$ cat config.mk
export PLATFORM = sky130hd
export DESIGN_NAME = fetch_ctrl
export DESIGN_NICKNAME = d
export VERILOG_FILES = /design/src/rtl/fetch_ctrl_pkg.sv /design/src/rtl/fetch_skid_buf.sv /design/src/rtl/fetch_ctrl.sv
export SDC_FILE = /design/constraint.sdc
export NUM_CORES = 1
export LEC_CHECK = 0
export CAP_MARGIN = 20
export CORE_MARGIN = 2
export CORE_UTILIZATION = 53
export DETAILED_ROUTE_END_ITERATION = 8
export GPL_TIMING_DRIVEN = 0
export PLACE_DENSITY_LB_ADDON = 0.15
export SETUP_SLACK_MARGIN = 0.05
export SLEW_MARGIN = 40
export SYNTH_ARGS = -nofsm -noshare
export SYNTH_HDL_FRONTEND = slang
export SYNTH_SLANG_ARGS = --single-unit
$ cat constraint.sdc
create_clock -name clk -period 3.25 [get_ports clk]
set_input_delay 0.65 -clock clk [delete_from_list [all_inputs] [get_ports clk]]
set_output_delay 0.65 -clock clk [all_outputs]
set_load 0.01 [all_outputs]
$ cat src/rtl/fetch_ctrl_pkg.sv
// Shared constants for the instruction-fetch sequencer: state encoding,
// default reset PC / step / halt encoding and the datapath width.
package fetch_ctrl_pkg;

    localparam int XLEN = 32;

    typedef logic [2:0] fetch_state_t;

    localparam logic [2:0] ST_BOOT  = 3'd0;
    localparam logic [2:0] ST_FETCH = 3'd1;
    localparam logic [2:0] ST_FULL  = 3'd2;
    localparam logic [2:0] ST_DRAIN = 3'd3;
    localparam logic [2:0] ST_HALT  = 3'd4;

    localparam logic [XLEN-1:0] DEF_RESET_PC   = 32'h0000_0000;
    localparam logic [XLEN-1:0] DEF_PC_STEP    = 32'd4;
    localparam logic [XLEN-1:0] DEF_HALT_INSTR = 32'hFFFF_FFFF;

endpackage

$ cat src/rtl/fetch_skid_buf.sv
// One-entry holding register for a fetched word (instr + next PC) that
// arrived while the IF/ID slot was stalled. Clear wins over read and write.
module fetch_skid_buf
    import fetch_ctrl_pkg::*;
(
    input  logic            clk,
    input  logic            reset,
    input  logic            wr,
    input  logic            rd,
    input  logic            clr,
    input  logic [XLEN-1:0] wr_instr,
    input  logic [XLEN-1:0] wr_next_pc,
    output logic            full,
    output logic [XLEN-1:0] instr,
    output logic [XLEN-1:0] next_pc
);

    always_ff @(posedge clk or negedge reset) begin
        if (!reset) begin
            full    <= 1'b0;
            instr   <= '0;
            next_pc <= '0;
        end else if (clr || rd) begin
            full <= 1'b0;
        end else if (wr) begin
            full    <= 1'b1;
            instr   <= wr_instr;
            next_pc <= wr_next_pc;
        end
    end

endmodule

$ cat src/rtl/fetch_ctrl.sv
// Instruction-fetch sequencer: owns the PC, handshakes with a variable-latency
// memory and feeds IF/ID. Optional halt-on-HALT_INSTR support: `define FETCH_HALT_EN.
module fetch_ctrl
    import fetch_ctrl_pkg::*;
#(
    parameter logic [XLEN-1:0] RESET_PC   = DEF_RESET_PC,
    parameter logic [XLEN-1:0] PC_STEP    = DEF_PC_STEP,
    parameter logic [XLEN-1:0] HALT_INSTR = DEF_HALT_INSTR
) (
    input  logic            clk,
    input  logic            reset,
    output logic            o_imem_req,
    output logic [XLEN-1:0] o_imem_addr,
    input  logic            i_imem_ready,
    input  logic [XLEN-1:0] i_imem_instr,
    input  logic            i_stall,
    input  logic            i_redirect,
    input  logic [XLEN-1:0] i_redirect_pc,
    output logic            o_valid,
    output logic [XLEN-1:0] o_instr,
    output logic [XLEN-1:0] o_next_pc,
    output logic            o_halted
);

    fetch_state_t    state;
    logic [XLEN-1:0] pc;
    logic [XLEN-1:0] drain_addr;
    logic [XLEN-1:0] pc_inc;
    logic            consumed;
    logic            slot_free;
    logic            redirect_take;
    logic            halt_hit;
    logic            skid_halt;
    logic            skid_wr;
    logic            skid_rd;
    logic            skid_full;
    logic [XLEN-1:0] skid_instr;
    logic [XLEN-1:0] skid_next_pc;

    assign consumed      = o_valid && !i_stall;
    assign slot_free     = !o_valid || !i_stall;
    assign redirect_take = i_redirect && (state != ST_BOOT);
    assign pc_inc        = pc + PC_STEP;

    assign skid_wr = (state == ST_FETCH) && i_imem_ready && !slot_free && !redirect_take;
    assign skid_rd = (state == ST_FULL) && consumed && !redirect_take;

    // DRAIN keeps presenting the abandoned address until memory answers.
    assign o_imem_req  = (state == ST_FETCH) || (state == ST_DRAIN);
    assign o_imem_addr = (state == ST_DRAIN) ? drain_addr : pc;

`ifdef FETCH_HALT_EN
    assign halt_hit  = (i_imem_instr == HALT_INSTR);
    assign skid_halt = (skid_instr == HALT_INSTR);
    assign o_halted  = (state == ST_HALT);
`else
    logic unused_halt_instr;
    assign unused_halt_instr = ^HALT_INSTR;
    assign halt_hit  = 1'b0;
    assign skid_halt = 1'b0;
    assign o_halted  = 1'b0;
`endif

    fetch_skid_buf u_skid (
        .clk        (clk),
        .reset      (reset),
        .wr         (skid_wr),
        .rd         (skid_rd),
        .clr        (redirect_take),
        .wr_instr   (i_imem_instr),
        .wr_next_pc (pc_inc),
        .full       (skid_full),
        .instr      (skid_instr),
        .next_pc    (skid_next_pc)
    );

    always_ff @(posedge clk or negedge reset) begin
        if (!reset) begin
            state      <= ST_BOOT;
            pc         <= RESET_PC;
            drain_addr <= '0;
            o_valid    <= 1'b0;
            o_instr    <= '0;
            o_next_pc  <= '0;
        end else if (redirect_take) begin
            // A ready in this cycle is dropped; only an unanswered access must drain.
            o_valid <= 1'b0;
            pc      <= i_redirect_pc;
            if (o_imem_req && !i_imem_ready) begin
                state      <= ST_DRAIN;
                drain_addr <= o_imem_addr;
            end else begin
                state <= ST_FETCH;
            end
        end else begin
            if (consumed) begin
                o_valid <= 1'b0;
            end
            case (state)
                ST_BOOT: state <= ST_FETCH;
                ST_FETCH: begin
                    if (i_imem_ready) begin
                        pc <= pc_inc;
                        if (slot_free) begin
                            o_valid   <= 1'b1;
                            o_instr   <= i_imem_instr;
                            o_next_pc <= pc_inc;
                            state     <= halt_hit ? ST_HALT : ST_FETCH;
                        end else begin
                            state <= ST_FULL;
                        end
                    end
                end
                ST_FULL: begin
                    if (consumed) begin
                        o_valid   <= skid_full;
                        o_instr   <= skid_instr;
                        o_next_pc <= skid_next_pc;
                        state     <= skid_halt ? ST_HALT : ST_FETCH;
                    end
                end
                ST_DRAIN: begin
                    if (i_imem_ready) begin
                        state <= ST_FETCH;
                    end
                end
`ifdef FETCH_HALT_EN
                ST_HALT: state <= ST_HALT;
`endif
                default: state <= ST_BOOT;
            endcase
        end
    end

endmodule

==> reports/metrics.csv, run 1 <==
metric,value,unit
status,"complete, no violations",
vias,7879,
CTS max path bufs,2,
GR Overflow Total,0,
die width,138,um
worst path required time,2.60,ns
Post-synth top cells,"dfrtp_1 (196), nand2_1 (125), mux2_2 (100)",
Yosys top cell by area,dfrtp_1,
#FFs+latches synth,196,
antenna-violating nets left,0,
share of the synthesized area in the top cell type,0.512,
first-pass GRT wire length,40800,um
Synth Net Count,1008,
critical path's largest stage delay,0.61,ns
"count leader, synth",dfrtp_1,
layout cells sized above 1,0.153,
clock-pin transition on the worst setup and hold timing paths,0.07,ns
synth unique cells,52,
synthesized area per cell,10.3,sq um
Max Slew Vio Count,0,
root buf cell,clkbuf_16,
Final Hold Slack,0.114,ns
hpwl dp,18400,um
max-cap violation count,0,
WP data arrival,2.49,ns
Ant. Diodes,0,
Hold Path Class,in2async,
final WL,25200,um
detailed-route DRC error count,0,
row count,49,
Post-synth ARST share,1.00,
Clock Latency Late Sink,0.44,ns
Leakage,5.10,nW
initial core utilization,0.537,
critical path peak fanout,10,
total power draw,0.0124,W
f_max,319,MHz
post-synth design cell area,0.00958,sq mm
Worst Setup Path Type,reg2out,
vias in the first global route,7509,
crit path capture type,output port,
sequential fraction of the synthesis area,0.512,
synth top area cells,"dfrtp_1 (51%), mux2_2 (12%), nand2_1 (4.9%)",
CTS Buf Count,17,
Post-synth EDFFs,0,
Die ar.,0.0192,sq mm
worst slew pin tran,0.829,ns
gpl congestion,0.911,
Post-Syn Instances,933,
"Slowest-stage cell, CP",clkdlybuf4s50_1,
Ys Warns,0,
RSZ-0062 raised after global routing,no,
Worst R2R Path Depth,10,
# IOs,168,
gr usage total,0.267,
DR iter-0 viols,752,
"Hold Vio Cnt, Final",0,
CTS H-tree depth,4,
crit share post-route,0.966,
Final Skew,0.00832,ns
P&R area growth vs syn,27.8,%
Worst slew margin,0.447,
Final Setup Violations,0,
TritonCTS clock tree,built,
post-cts hold buffer count,0,
initial antenna violation count,0,
WL/cell,18.5,um
DIE HEIGHT,138,um
crit path launch type,flop,
Port-buffer cells,166,
Setup TNS Final,0,ns
Worst Slack Setup Final,0.111,ns
pwr dens,1010,mW/mm^2
top_reg_cell synth,dfrtp_1,
number of setup buffers added after CTS,0,
DR pass1 iterations,5,
worst path cell trace,ha_1 -> clkbuf_4 -> buf_4 -> o21ai_0 -> clkdlybuf4s50_1,
largest net degree at the start of global routing,55,
pre-CTS setup slack,-0.247,ns
core region area,0.0178,sq mm
Layout Nets,1196,
Tmin final,3.14,ns
clk sinks,196,
maximum vdd drop,533,uV
Via density,5.78,
==> metal layers <==
metal / global-route usage / up-vias / part of all wire / wire length (um)
li1: - / 3690 / - / -
met1: 0.386 / 3818 / 0.45 / 11300
met2: 0.424 / 328 / 0.46 / 11600
met3: 0.0426 / 43 / 0.070 / 1760
met4: 0.0747 / 0 / 0.019 / 476
met5: 0 / - / 0 / 0
==> metrics by stage <==
step                      std cells  cell area [sq um]   util
after floorplan                 933               9580      -
after global placement         1328              11500  0.646
after detailed placement       1331              11600  0.651
after CTS                      1363              12200  0.685
after global routing           1363              12200  0.686
final                          1363              12200  0.686
==> power breakdown <==
part	internal [W]	switching (W)
registers	0.00362	0.000741
clock network	0.00122	0.000940
logic	0.00288	0.00296
==> kinds of logic after synthesis <==
kind of cell	share of synthesized area
fa+ha+maj	0.00784
mux	0.156
flops	0.512
xor+xnor	0.0155
simple gates	0.134
compound gates	0.135
other cells	0.000391
buf+inv	0.0388
==> sequential cells by signal, indices dropped and copies added, names as in the netlist <==
| signal | count |
|---|---|
| u_skid.full | 1 |
| u_skid.instr | 32 |
| o_next_pc | 32 |
| pc | 32 |
| o_valid | 1 |
| o_instr | 32 |
| drain_addr | 32 |
| state | 2 |
| u_skid.next_pc | 32 |
==> placed cells by master, fill, tap and decap left out, types with 15 or more instances in the layout <==
cell | Yosys | routed
mux2_2 | 100 | 100
a2bb2oi_1 | 15 | 15
o22ai_1 | 17 | 17
a21oi_1 | 60 | 60
clkbuf_1 | 51 | 43
dfrtp_1 | 196 | 195
o21ai_0 | 77 | 75
nor2_1 | 49 | 49
clkdlybuf4s50_1 | 0 | 165
nand2_1 | 125 | 125
mux2i_1 | 37 | 37
clkbuf_16 | 0 | 17
==> worst max-delay path: cells and delay by family (launching register included) <==
kind | cells | cell delay [ns]
DFF | 1 | 0.45
AOI/OAI and AO/OA | 1 | 0.29
adders and majority gates | 1 | 0.28
buffers and inverters | 3 | 1.03
==> cell type report <==
class | count | area (sq um)
buffer | 78 | 345
timing repair buffer | 169 | 1750
clock inverter | 11 | 123
fill | 1397 | 5600
inverter | 12 | 45.0
sequential | 196 | 4910
clock buffer | 21 | 480
multi-input combinational | 647 | 4310
tap | 229 | 287
==> repair_timing <==
item | CTS | global route
gates resized for setup | 4 | 18
endpoints found under the hold margin | 0 | 0
endpoints found under the setup margin | 14 | 84
==> worst paths after layout <==
| path | end | slack, ns | startpoint |
|---|---|---|---|
| max in group asynchronous | u_skid.instr[17] | 2.26 | reset |
| min | u_skid.instr[0] | 0.11 | reset |
| min in group clk | o_next_pc[1] | 0.48 | o_next_pc[1] |
| max reg2reg | o_next_pc[9] | 0.37 | state[0] |
| max | o_imem_addr[20] | 0.11 | state[0] |
| min reg2reg | o_next_pc[1] | 0.48 | o_next_pc[1] |
(Power assumes the default switching activity.)
==> run 2, diff against run 1 <==
--- a/config.mk
+++ b/config.mk
@@ -9,6 +9,7 @@
 export CORE_MARGIN = 2
 export CORE_UTILIZATION = 53
 export DETAILED_ROUTE_END_ITERATION = 8
+export GPL_ROUTABILITY_DRIVEN = 0
 export GPL_TIMING_DRIVEN = 0
 export PLACE_DENSITY_LB_ADDON = 0.15
 export SETUP_SLACK_MARGIN = 0.05
==> results of run 2 <==
No change in the layout: final DEF, timing and power equal those of run 1.
==> RTL edit 1 (config.mk and constraints of run 1) <==
The package constant `XLEN` goes from 32 to 36.
--- a/src/rtl/fetch_ctrl_pkg.sv
+++ b/src/rtl/fetch_ctrl_pkg.sv
@@ -3,5 +3,5 @@
 package fetch_ctrl_pkg;
 
-    localparam int XLEN = 32;
+    localparam int XLEN = 36;
 
     typedef logic [2:0] fetch_state_t;
Interface: changed (5 resized); port bits go from 168 to 188. The function was not compared with the original's and may differ.
==> RTL edit 1 against run 1 <==
- design area grew 12%
- synthesized area grew 10%
- sequential cell count grew 24
- power grew 15%
- fmax is essentially flat
- wire length grew 14%
- combinational power grew 14%
- hold slack lost 0.090 ns
- setup slack lost 0.0011 ns
==> RTL edit 1: results <==
synth:
  synth_compound_area_share_pct: 12.40
  synthAdderAreaFrac_pct: 0.7106
  synthTopCellsByArea: "dfrtp_1 52%, mux2_2 13%, o21ai_0 5.4%"
  yosys.area_share.xor_xnor_pct: 2.072
  synthMuxAreaShare_pct: 16.95
  seq_area_frac_synth_pct: 52.11
  synthTopCellsByCount: "220 x dfrtp_1, 138 x nand2_1, 119 x mux2_2, 113 x o21ai_0, 61 x clkbuf_1"
  synth_nets: 1093
  yosysUniqueCellTypes: 51
  synth_cells: 1010
drt:
  vias: 8690
  viasPerCell: 5.763
  highest_layer: "met4"
  met1Wirelength_um: 12420
  wl_per_cell_um: 18.95
  wl_met3_um: 2202
  first_pass_iters: 6
  dr.first_iter.drc_count: 772
  wl_met2_um: 13310
placed_design:
  dp_hpwl_um: 20660
  place_worst_setup_slack_ns: -0.1197
  gp_congestion: 0.9191
  io_buffers: 185
  place_area_sq_mm: 0.01285
pwr:
  power_clock_w: 0.00269
  pwr-share-clk_pct: 18.9
  power_leakage_nw: 5.691
  peakVddDrop_v: 0.0006048
  powerSeq_w: 0.00487
  internal_power_w: 0.008929
clocking:
  post_cts_resize_count: 10
  clockBufferDepth: 3
  numCtsBuffers: 24
  insertion_delay_ns: 0.52
  h-tree-depth: 1
  cts_setup_buffers: 0
grt:
  use_met1_pct: 38.38
  met2_usage_pct: 44.21
  track_usage_pct: 27.12
  grt_pass1_wl_um: 46350
  first_global_vias: 8643
  antenna_found_initial: 0
  grt_max_degree: 76
  met3_usage_pct: 4.340
sta:
  hold_ws_ns: 0.02452
  worstMarginPinSlew_ns: 0.8634
  timing.final.crit_period_ns: 3.140
  clock_skew_ns: 0.01752
setup_path:
  r2r_setup_slack_ns: 0.42
  critPathMaxStageDelay_ns: 0.49
  cp_slowest_cell: "clkdlybuf4s50_1"
finish:
  drive_gt1_share_pct: 14.96
  fin_nets: 1310
status:
  status: "finished clean"
[RTL edit 1: changes by cell type after synthesis, moves of 18 or more]
| cell | delta |
|---|---|
| a21oi_1 | -24 |
| nor2_1 | -18 |
| dfrtp_1 | +24 |
| o21ai_0 | +36 |
| nand3_1 | +23 |
| mux2_2 | +19 |
[RTL edit 1: layout make-up]
type | count | area [sq um]
fillers | 1480 | 5852
flip-flops and latches | 220 | 5508
multi-input cells | 696 | 4708
repair buffers | 191 | 1962
clock buffers | 38 | 734.5
well taps | 265 | 331.6
plain buffers | 79 | 329.1
inverters | 15 | 56.30
clock inverters | 4 | 45.04
[RTL edit 1: final timing paths]
check | start | end | depth (start not counted)
worst max-delay path | state[1] | o_imem_addr[18] | 5
worst max register to register | state[0] | o_instr[15] | 11
worst min register to register | o_next_pc[22] | o_next_pc[22] | 2
worst min-delay path | reset | o_instr[29] | 1
min in group clk | o_next_pc[22] | o_next_pc[22] | 2
max in group asynchronous | reset | drain_addr[25] | 3
==> RTL edit 2 (settings of run 1) <==
Without the edit above. Make the reset (`reset`) synchronous in 2 clocked blocks.
--- a/src/rtl/fetch_skid_buf.sv
+++ b/src/rtl/fetch_skid_buf.sv
@@ -16,5 +16,5 @@
 );
 
-    always_ff @(posedge clk or negedge reset) begin
+    always_ff @(posedge clk) begin
         if (!reset) begin
             full    <= 1'b0;
--- a/src/rtl/fetch_ctrl.sv
+++ b/src/rtl/fetch_ctrl.sv
@@ -75,5 +75,5 @@
     );
 
-    always_ff @(posedge clk or negedge reset) begin
+    always_ff @(posedge clk) begin
         if (!reset) begin
             state      <= ST_BOOT;
Formal check against the unedited RTL: differs if reset is asserted again (counterexample within 4 cycles, from zero or initial values and one cycle with reset low); with reset held inactive, the same outputs for 4 cycles.
==> RTL edit 2 against run 1 <==
- sequential cell count unchanged
- synthesized area is 7.5% lower
- design area is 7.2% lower
- global-route usage increased by 2.8 points
- highest routed layer unchanged
- critical path depth unchanged
- fmax grew 1.9%
- setup slack better by 0.060 ns
- wire length rose by 4.5%
- hold slack better by 0.34 ns
Power is not compared: it rests on default switching activity, and its combinational part moved more than twofold at a synthesized area within 25%.
==> RTL edit 2: results <==
synth:
  synthAdderAreaFrac_pct: 0.8477
  async_flop_share_pct: 0
  yosysUniqueCellTypes: 56
  synthMuxAreaShare_pct: 11.60
  seq_area_frac_synth_pct: 44.31
  synth_cells: 1040
  synth_compound_area_share_pct: 18.51
  synth_ff_type: "dfxtp_1"
finish:
  buffers: 259
  clkbuf_count: 18
  n_all_inverters: 9
  seq_share_pct: 34.55
  drive_gt1_share_pct: 7.033
  area_delta_synth_final_pct: 28.23
  n_sequential_cell: 196
  nFillCells: 1401
  fin_nets: 1299
sta:
  clock_skew_ns: 0.006614
  worstMarginPinSlew_ns: 0.7655
  timing.final.crit_period_ns: 3.079
setup_path:
  cp.arrival_ns: 2.43
  r2r_setup_slack_ns: 0.27
  timing.critical_path.to: "o_imem_addr[21]"
  r2r_cells: 9
grt:
  track_usage_pct: 29.56
  met3_usage_pct: 4.833
  grt_pass1_wl_um: 41580
  use_met1_pct: 38.09
  first_global_vias: 7880
drt:
  wl_per_cell_um: 18.03
  wl_met3_um: 1846
  first_pass_iters: 6
  met1Wirelength_um: 10890
clocking:
  post_cts_resize_count: 3
placed_design:
  dp_hpwl_um: 18920
  place_area_sq_mm: 0.01079
  dp.cells: 1425
  place_worst_setup_slack_ns: -0.1905
  gp_congestion: 0.9330
status:
  status: "finished clean"
hold_path:
  hp-class: "flop to flop"
-- RTL edit 2: cell count changes in the layout (fill, tap and decap cells not counted), sizes merged, moves of 33 or more --
cell,before,now
dfxtp,0,196
mux2i,37,70
o21ai,81,47
mux2,100,29
dfrtp,196,0
nand3,12,63
nor2,49,112
a211oi,0,53
-- RTL edit 2: power by group through the flow --
stage | Combinational, W | Sequential (W) | Clock (W)
6_report | 0.000896 | 0.00257 | 0.00202
5_1_grt | 0.000967 | 0.00258 | 0.00213
4_1_cts | 0.000889 | 0.00257 | 0.00203
3_5_place_dp | 0.000882 | 0.00262 | 0
3_3_place_gp | 0.000874 | 0.00262 | 0
2_1_floorplan | 0.000427 | 0.00265 | 0
-- RTL edit 2: critical path, cell delays in order, from the launching register on --
cell,delay [ns]
dfxtp_1,0.45
ha_1,0.19
clkbuf_4,0.23
clkbuf_4,0.26
mux2_2,0.38
clkdlybuf4s50_1,0.48
